## src/rtl/occ_rom_arbiter_if.sv

```systemverilog
// Lane-side request/response bundle of the Occ ROM arbiter.
interface occ_rom_arbiter_if #(
    parameter int unsigned NREQ   = 4,
    parameter int unsigned ADDR_W = 8,
    parameter int unsigned DATA_W = 32
);
    logic [NREQ-1:0]        req_valid_i;
    logic [NREQ*ADDR_W-1:0] req_addr1_i;
    logic [NREQ*ADDR_W-1:0] req_addr2_i;
    logic [NREQ-1:0]        req_ready_o;
    logic [NREQ-1:0]        rsp_valid_o;
    logic [DATA_W-1:0]      rsp_data1_o;
    logic [DATA_W-1:0]      rsp_data2_o;
    logic                   busy_o;

    modport slave (
        input  req_valid_i, req_addr1_i, req_addr2_i,
        output req_ready_o, rsp_valid_o, rsp_data1_o, rsp_data2_o, busy_o
    );

    modport master (
        output req_valid_i, req_addr1_i, req_addr2_i,
        input  req_ready_o, rsp_valid_o, rsp_data1_o, rsp_data2_o, busy_o
    );
endinterface

```

## src/rtl/occ_rom_arbiter.sv

```systemverilog
// Round-robin sharing of the dual-address Occ ROM between NREQ search lanes.
// Optional OCC_ARB_LANE0_PRIO_EN: lane 0 (backtrack/refill) always wins when valid.
module occ_rom_arbiter #(
    parameter int unsigned NREQ    = 4,
    parameter int unsigned ADDR_W  = 8,
    parameter int unsigned DATA_W  = 32,
    parameter int unsigned ROM_LAT = 1
) (
    input  logic              clk,
    input  logic              rst,
    occ_rom_arbiter_if.slave  lane,
    output logic              ce_rom_Occ_o,
    output logic [ADDR_W-1:0] addr1_rom_Occ_o,
    output logic [ADDR_W-1:0] addr2_rom_Occ_o,
    input  logic [DATA_W-1:0] data_1_i,
    input  logic [DATA_W-1:0] data_2_i
);
    localparam int unsigned PTR_W = $clog2(NREQ);
    localparam logic [PTR_W-1:0] LAST = PTR_W'(NREQ - 1);

    logic [PTR_W-1:0]   ptr_q, ptr_d;
    logic [ROM_LAT-1:0] tag_vld_q;
    logic [PTR_W-1:0]   tag_idx_q [ROM_LAT];

    logic               hi_found, lo_found;
    logic [PTR_W-1:0]   hi_idx, lo_idx, win;
    logic               grant_vld;
    logic [NREQ-1:0]    ready;
    logic [ADDR_W-1:0]  addr1, addr2;
    logic [NREQ-1:0]    rsp_valid;

    // Winner: first valid lane at or above ptr, else first valid lane from 0 (wrap).
    always_comb begin
        hi_found = 1'b0;
        lo_found = 1'b0;
        hi_idx   = '0;
        lo_idx   = '0;
        for (int unsigned n = 0; n < NREQ; n++) begin
            if (lane.req_valid_i[n]) begin
                if (!lo_found) begin
                    lo_found = 1'b1;
                    lo_idx   = PTR_W'(n);
                end
                if (!hi_found && (PTR_W'(n) >= ptr_q)) begin
                    hi_found = 1'b1;
                    hi_idx   = PTR_W'(n);
                end
            end
        end
        grant_vld = lo_found;
        win       = hi_found ? hi_idx : lo_idx;
`ifdef OCC_ARB_LANE0_PRIO_EN
        if (lane.req_valid_i[0]) win = '0;
`endif
    end

    always_comb begin
        ready = '0;
        addr1 = '0;
        addr2 = '0;
        for (int unsigned n = 0; n < NREQ; n++) begin
            if (grant_vld && (win == PTR_W'(n))) begin
                ready[n] = 1'b1;
                addr1    = lane.req_addr1_i[n*ADDR_W +: ADDR_W];
                addr2    = lane.req_addr2_i[n*ADDR_W +: ADDR_W];
            end
        end
    end

    always_comb begin
        ptr_d = ptr_q;
`ifdef OCC_ARB_LANE0_PRIO_EN
        if (grant_vld && !lane.req_valid_i[0]) ptr_d = (win == LAST) ? '0 : win + PTR_W'(1);
`else
        if (grant_vld) ptr_d = (win == LAST) ? '0 : win + PTR_W'(1);
`endif
    end

    // Pointer and tag pipe; stage ROM_LAT-1 lines up with the ROM data.
    always_ff @(posedge clk or posedge rst) begin
        if (rst) begin
            ptr_q     <= '0;
            tag_vld_q <= '0;
            for (int unsigned i = 0; i < ROM_LAT; i++) tag_idx_q[i] <= '0;
        end else begin
            ptr_q        <= ptr_d;
            tag_vld_q[0] <= grant_vld;
            tag_idx_q[0] <= win;
            for (int unsigned i = 1; i < ROM_LAT; i++) begin
                tag_vld_q[i] <= tag_vld_q[i-1];
                tag_idx_q[i] <= tag_idx_q[i-1];
            end
        end
    end

    always_comb begin
        rsp_valid = '0;
        for (int unsigned n = 0; n < NREQ; n++)
            rsp_valid[n] = tag_vld_q[ROM_LAT-1] && (tag_idx_q[ROM_LAT-1] == PTR_W'(n));
    end

    assign lane.req_ready_o = ready;
    assign lane.rsp_valid_o = rsp_valid;
    assign lane.rsp_data1_o = data_1_i;
    assign lane.rsp_data2_o = data_2_i;
    assign lane.busy_o      = |tag_vld_q;
    assign ce_rom_Occ_o     = grant_vld;
    assign addr1_rom_Occ_o  = addr1;
    assign addr2_rom_Occ_o  = addr2;
endmodule
```

## src/flat_wrapper.sv

```systemverilog
// flat-port wrapper written by rule: the top's interface ports become plain ports
module occ_rom_arbiter_flat 
#(
    parameter int unsigned NREQ    = 4,
    parameter int unsigned ADDR_W  = 8,
    parameter int unsigned DATA_W  = 32,
    parameter int unsigned ROM_LAT = 1
)
  (clk, rst, ce_rom_Occ_o, addr1_rom_Occ_o, addr2_rom_Occ_o, data_1_i, data_2_i, lane_req_valid_i, lane_req_addr1_i, lane_req_addr2_i, lane_req_ready_o, lane_rsp_valid_o, lane_rsp_data1_o, lane_rsp_data2_o, lane_busy_o);
  occ_rom_arbiter_if #(.NREQ(NREQ), .ADDR_W(ADDR_W), .DATA_W(DATA_W)) lane_i ();
  input  logic clk;
  input  logic rst;
  output logic ce_rom_Occ_o;
  output logic [ADDR_W-1:0] addr1_rom_Occ_o;
  output logic [ADDR_W-1:0] addr2_rom_Occ_o;
  input  logic [DATA_W-1:0] data_1_i;
  input  logic [DATA_W-1:0] data_2_i;
  input wire logic [$bits(lane_i.req_valid_i)-1:0] lane_req_valid_i;
  input wire logic [$bits(lane_i.req_addr1_i)-1:0] lane_req_addr1_i;
  input wire logic [$bits(lane_i.req_addr2_i)-1:0] lane_req_addr2_i;
  output wire logic [$bits(lane_i.req_ready_o)-1:0] lane_req_ready_o;
  output wire logic [$bits(lane_i.rsp_valid_o)-1:0] lane_rsp_valid_o;
  output wire logic [$bits(lane_i.rsp_data1_o)-1:0] lane_rsp_data1_o;
  output wire logic [$bits(lane_i.rsp_data2_o)-1:0] lane_rsp_data2_o;
  output wire logic [$bits(lane_i.busy_o)-1:0] lane_busy_o;
  assign lane_i.req_valid_i = lane_req_valid_i;
  assign lane_i.req_addr1_i = lane_req_addr1_i;
  assign lane_i.req_addr2_i = lane_req_addr2_i;
  assign lane_req_ready_o = lane_i.req_ready_o;
  assign lane_rsp_valid_o = lane_i.rsp_valid_o;
  assign lane_rsp_data1_o = lane_i.rsp_data1_o;
  assign lane_rsp_data2_o = lane_i.rsp_data2_o;
  assign lane_busy_o = lane_i.busy_o;
  occ_rom_arbiter #(.NREQ(NREQ), .ADDR_W(ADDR_W), .DATA_W(DATA_W), .ROM_LAT(ROM_LAT)) u_core (.clk(clk), .rst(rst), .lane(lane_i), .ce_rom_Occ_o(ce_rom_Occ_o), .addr1_rom_Occ_o(addr1_rom_Occ_o), .addr2_rom_Occ_o(addr2_rom_Occ_o), .data_1_i(data_1_i), .data_2_i(data_2_i));
endmodule
```

## config.mk

```make
export PLATFORM = sky130hd
export DESIGN_NAME = occ_rom_arbiter_flat
export DESIGN_NICKNAME = d
export VERILOG_FILES = /design/src/rtl/occ_rom_arbiter_if.sv /design/src/rtl/occ_rom_arbiter.sv /design/src/flat_wrapper.sv
export SDC_FILE = /design/constraint.sdc
export NUM_CORES = 1
export LEC_CHECK = 0
export CORE_AREA = 2 2 86 88
export CTS_CLUSTER_DIAMETER = 120
export DETAILED_ROUTE_END_ITERATION = 6
export DIE_AREA = 0 0 88 90
export DONT_BUFFER_PORTS = 1
export GPL_TIMING_DRIVEN = 0
export PLACE_DENSITY = 0.43
export SETUP_SLACK_MARGIN = 0.05
export SLEW_MARGIN = 20
export SYNTH_ARGS = -nofsm -noshare
export SYNTH_HDL_FRONTEND = slang
export SYNTH_SLANG_ARGS = --single-unit
```

## constraint.sdc

```tcl
create_clock -name clk -period 2.7 [get_ports clk]
set_input_delay 0.54 -clock clk [delete_from_list [all_inputs] [get_ports clk]]
set_output_delay 0.54 -clock clk [all_outputs]
set_load 0.005 [all_outputs]
```

# Word level (Yosys, flattened, before mapping)
# Index checks and enable logic that the tools add are counted.
# op_classes
n_addsub	1
n_lt_le_gt_ge	4
n_eq_ne	6
n_mux	38
reduce_logical	16
# op_table
operator	n
$mux W8	8
$mux W2	12
$mux W1	18
$logic_and A1 B1 Y1	11
$eq A2 B2 Y1 const B	4
$eq A2 B1 Y1 const B	2
$ge A1 B2 Y1 const A	2
$ge A2 B2 Y1 const A	2
$logic_not A2 Y1	2
$logic_not A1 Y1	3
$add A2 B1 Y2 const B	1
# word_totals
register_bits	5
in_bits	134
word_cells	68

# Longest topological paths before layout
# logic_depth
ltp_word	22
ltp_mapped	13
depth_no_buf	10

# Least setup slack after synthesis
# No wires, ideal clock.
# synth_timing
path_kind	input-to-output
from	input port lane_req_valid_i[0]
to	output port addr1_rom_Occ_o[3]
arrival_ns	1.961
t_required_ns	2.160
slack_ns	0.199
path_stages	12
path_buffers	2
cell_sequence	nor2b_1 -> a21oi_1 -> o22ai_1 -> a21oi_1 -> inv_1 -> ha_1 -> and2_4 -> buf_6 -> buf_8 -> nand3_2 -> o211a_1 -> o21ai_1
# synth_between
elab_chain_cells	20
# synth_rtl
item	line	text
start: declaration	flat_wrapper.sv:18	input wire logic [$bits(lane_i.req_valid_i)-1:0] lane_req_valid_i;
$mux W1	occ_rom_arbiter.sv:39	if (lane.req_valid_i[n]) begin
$logic_not A1 Y1	occ_rom_arbiter.sv:44	if (!hi_found && (PTR_W'(n) >= ptr_q)) begin
$logic_and A1 B1 Y1	occ_rom_arbiter.sv:44	
$mux W1	occ_rom_arbiter.sv:44	
$mux W1	occ_rom_arbiter.sv:39	
$logic_not A1 Y1	occ_rom_arbiter.sv:44	
$logic_and A1 B1 Y1	occ_rom_arbiter.sv:44	
$mux W1	occ_rom_arbiter.sv:44	
[2 not listed]	-	
$logic_and A1 B1 Y1	occ_rom_arbiter.sv:44	
$mux W2 / $mux W1 (equally long branches)	occ_rom_arbiter.sv:44	
$mux W2 / $mux W1 (equally long branches)	occ_rom_arbiter.sv:39	
$mux W2	occ_rom_arbiter.sv:51	win = hi_found ? hi_idx : lo_idx;
$logic_not A2 Y1	occ_rom_arbiter.sv:62	if (grant_vld && (win == PTR_W'(n))) begin
$logic_and A1 B1 Y1	occ_rom_arbiter.sv:62	
$mux W8 (3 in a row)	occ_rom_arbiter.sv:62	
$mux W8 (*)	occ_rom_arbiter.sv:62	
end: declaration	flat_wrapper.sv:14	output logic [ADDR_W-1:0] addr1_rom_Occ_o;
# Every way passes the cells marked *; elsewhere a longest branch is shown, timed or not.

# Worst setup path in the final report
# layout_timing
from	register u_core.ptr_q[0]
to	output port addr1_rom_Occ_o[1]
# layout_between
elab_chain_cells	22
# layout_rtl
item	line	text
start: declaration	occ_rom_arbiter.sv:21	logic [PTR_W-1:0] ptr_q, ptr_d;
start signal: assignment	occ_rom_arbiter.sv:86	ptr_q <= ptr_d;
$ge A1 B2 Y1	occ_rom_arbiter.sv:44	
$mux W1	occ_rom_arbiter.sv:44	
$mux W1	occ_rom_arbiter.sv:39	
$logic_not A1 Y1	occ_rom_arbiter.sv:44	
$logic_and A1 B1 Y1	occ_rom_arbiter.sv:44	
$mux W1	occ_rom_arbiter.sv:44	
$mux W1	occ_rom_arbiter.sv:39	
$logic_not A1 Y1	occ_rom_arbiter.sv:44	
[5 not listed]	-	
$mux W2 / $mux W1 (equally long branches)	occ_rom_arbiter.sv:44	
$mux W2 / $mux W1 (equally long branches)	occ_rom_arbiter.sv:39	
$mux W2 (*)	occ_rom_arbiter.sv:51	
named net u_core.win[1]	occ_rom_arbiter.sv:26	logic [PTR_W-1:0] hi_idx, lo_idx, win;
$logic_not A2 Y1	occ_rom_arbiter.sv:62	
$logic_and A1 B1 Y1	occ_rom_arbiter.sv:62	
$mux W8 (3 in a row)	occ_rom_arbiter.sv:62	
$mux W8 (*)	occ_rom_arbiter.sv:62	
# The timed path passes the listed nets; every way through them passes the cells marked *.

==> impl_metrics.ini <==
[grt]
grt_remaining_overflow = 0
grt_pass1_vias = 1355
grt_first_pass_wirelength_um = 7169
track_usage = 0.1151
antenna_found_initial = 0
grt_max_degree = 11

[clocking]
cts_buffer_depth = 2
cts_buffers = 3
clock-sinks = 5
root_buffer = clkbuf_8
cts_tree = yes
htreeDepth = 1
clk_pin_slew_ns = 0.04
insertion_delay_ns = 0.22

[critical_path]
start_kind = register
cp.arrival_ns = 2.07
crit_type = register to output pin
cp.required_ns = 2.16
cp-end-kind = output pin
path_max_fanout = 6
crit_chain = nor2b_4, nor2_1, o22a_1, inv_1, ha_2, and2_4, buf_8, buf_12, nand3_2, o211a_1, o21ai_2
critical-path-max-stage-delay_ns = 0.43
reg2reg_depth = 6
critPathSlowestCell = dfrtp_2

[logic_synthesis]
yosysWarningCount = 0
synth_nets = 353
synth_compound_area_frac = 0.2653
yosys.cell_types.count = 29
netlist_area_um2 = 1476
synth-simple-area-share = 0.1873
synthAdderAreaFrac = 0.01695
synth_xor_xnor_area_share = 0
postSynthAreaPerCell_um2 = 6.804
synth.area.mux_share = 0.007627
seq_area_frac_synth = 0.08475
syn_inst = 217
synth_top_family_by_area = buffers and inverters
ys_seq_elements = 5

[power]
leakage_uw = 0.0009389
clock_power_share = 0.101
intPower_uw = 734.8
combPwrFrac = 0.808
power_frac_seq = 0.092
power.density_nw_per_um2 = 734.8
power.total_uw = 1381
switching_share = 0.4679
max-vdd-ir-drop_mv = 0.1658
p_switching_uw = 646.2

[layout]
final_cell_mix = buf_4 (70), inv_1 (23), nand2_1 (18), o21ai_0 (17), o211a_1 (16)
n_antenna_cell = 0
final_common_cell = buf_4
seqCellArea_um2 = 126.4
drive_above_1_share = 0.5304
area_growth_pct = 27.29
design_area_um2 = 1879
utilization = 0.2677
stdcell_count = 329
fillers = 768
nNetsFinal = 367
multi_input_area_um2 = 805.8

[job]
maxCapViolCount = 0

[timing]
fmax_mhz = 382.8
holdWs_ns = 0.1034
setup_viol = 0
drv_slew = 0
fin_crit_sh = 0.9676
slew-limit-headroom = 0.6933
rsz0062_at_grt = yes
timing.final.crit_period_ns = 2.612
worstMarginPinSlew_ns = 0.4600
clock_skew_ns = 0.001976
finalHoldViolCount = 0

[die]
chipWidth_um = 88
ios = 224
rows = 31
dieHeight_um = 90
start_util = 0.2103
dieArea_um2 = 7920
core_area_um2 = 7020

[drt]
vias = 1456
dr_wl_met2_um = 2814
via_per_inst = 4.426
drtAntennaViolNets = 0
routed.top_layer = met4
totalWireLength_um = 5160
wire_per_inst_um = 15.68
drt-pass1-iter-count = 4
wl_met3_um = 443
wl_met1_um = 1870
drt_iter0_markers = 38
drc = 0

[place]
place_area_um2 = 1600
gp_congestion = 0.7317
portBuffers = 0
hpwlAfterDp_um = 4259
dp.cells = 316

[status]
status = complete, no violations

[hold_path]
hold_class = primary input to asynchronous set/reset pin
area by class of cell:
cell class | instances | area share
Sequential cell | 5 | 0.06724
Inverter | 25 | 0.05127
Multi-Input combinational cell | 111 | 0.4288
Clock buffer | 4 | 0.02397
Tap cell | 99 | 0.06591
Buffer | 76 | 0.3063
Timing Repair Buffer | 9 | 0.05659
path summary, 6_finish.rpt:
check                                          from             endpoint  slack, ns
max in group asynchronous                       rst      u_core.ptr_q[0]       2.41
worst min register to register      u_core.ptr_q[1]  u_core.tag_idx_q[0]       0.67
worst max-delay path                u_core.ptr_q[0]   addr1_rom_Occ_o[1]       0.09
min in group clk                lane_req_valid_i[2]   u_core.lane.busy_o       0.62
worst min-delay path                            rst   u_core.lane.busy_o       0.10
worst max register to register      u_core.ptr_q[1]      u_core.ptr_q[1]       1.19
cell usage after synthesis (all sizes together):
cell type	n	area share
ha	2	0.017
o31ai	1	0.0085
o21ai	33	0.11
o22ai	2	0.0085
buf	73	0.37
dfrtp	5	0.085
and3b	1	0.0059
nor3	2	0.0068
a21oi	5	0.017
nor2	4	0.010
and3	1	0.0042
or4	1	0.0051
o211a	16	0.11
clkbuf	3	0.0076
nand3	16	0.085
nor3b	1	0.0051
o22a	1	0.0059
inv	25	0.064
o211ai	1	0.0051
nand2	20	0.051
mux2	1	0.0076
nor2b	2	0.0085
and2	1	0.0059
worst max-delay path: cells and delay by family (launching register included):
family | cells | cell delay [ns]
AOI/OAI and AO/OA | 3 | 0.54
and+or+nand+nor | 4 | 0.41
DFF | 1 | 0.43
buffers and inverters | 3 | 0.31
adders and majority gates | 1 | 0.16
logic make-up (layout without fill, tap and decap cells):
logic type	Yosys count	in the layout
DFF	5	5
AOI/OAI and AO/OA	59	59
buffers and inverters	101	114
muxes	1	1
and+or+nand+nor	49	49
adders and majority gates	2	2
stage by stage:
stage	setup TNS, ns	setup WS (ns)
after floorplan	0	0.1995
after global placement	-2.353	-0.2793
after detailed placement	-2.195	-0.2727
after CTS	0	0.03251
after global routing	-0.2366	-0.04845
final	0	0.08757
what timing repair did:
item                                    in CTS  in global routing
pin swaps                                    2                 23
endpoints found under the setup margin      17                 16
setup buffers                                4                  3
endpoints found under the hold margin        0                  0
hold buffers                                 0                  0
gates cloned                                 0                  2
resized for setup                           18                 25
per-layer routing:
| layer | track usage | vias up |
|---|---|---|
| met3 | 0.02571 | 4 |
| met5 | 0 | - |
| met4 | 0.01410 | 0 |
| met2 | 0.2121 | 105 |
| li1 | - | 683 |
| met1 | 0.1368 | 664 |
power groups by stage:
stage	Combinational, µW	Clock, µW	Sequential [µW]
global route	1230	152	130
finish	1120	139	127
detailed placement	839	0	126
floorplan	659	0	119
global placement	840	0	124
CTS	959	143	125
registers in the layout, indices dropped and copies added, names as in the netlist:
register,cells
u_core.ptr_q,2
u_core.tag_idx_q,2
u_core.lane.busy_o,1
Note: power is estimated with default switching activity, not from simulation.
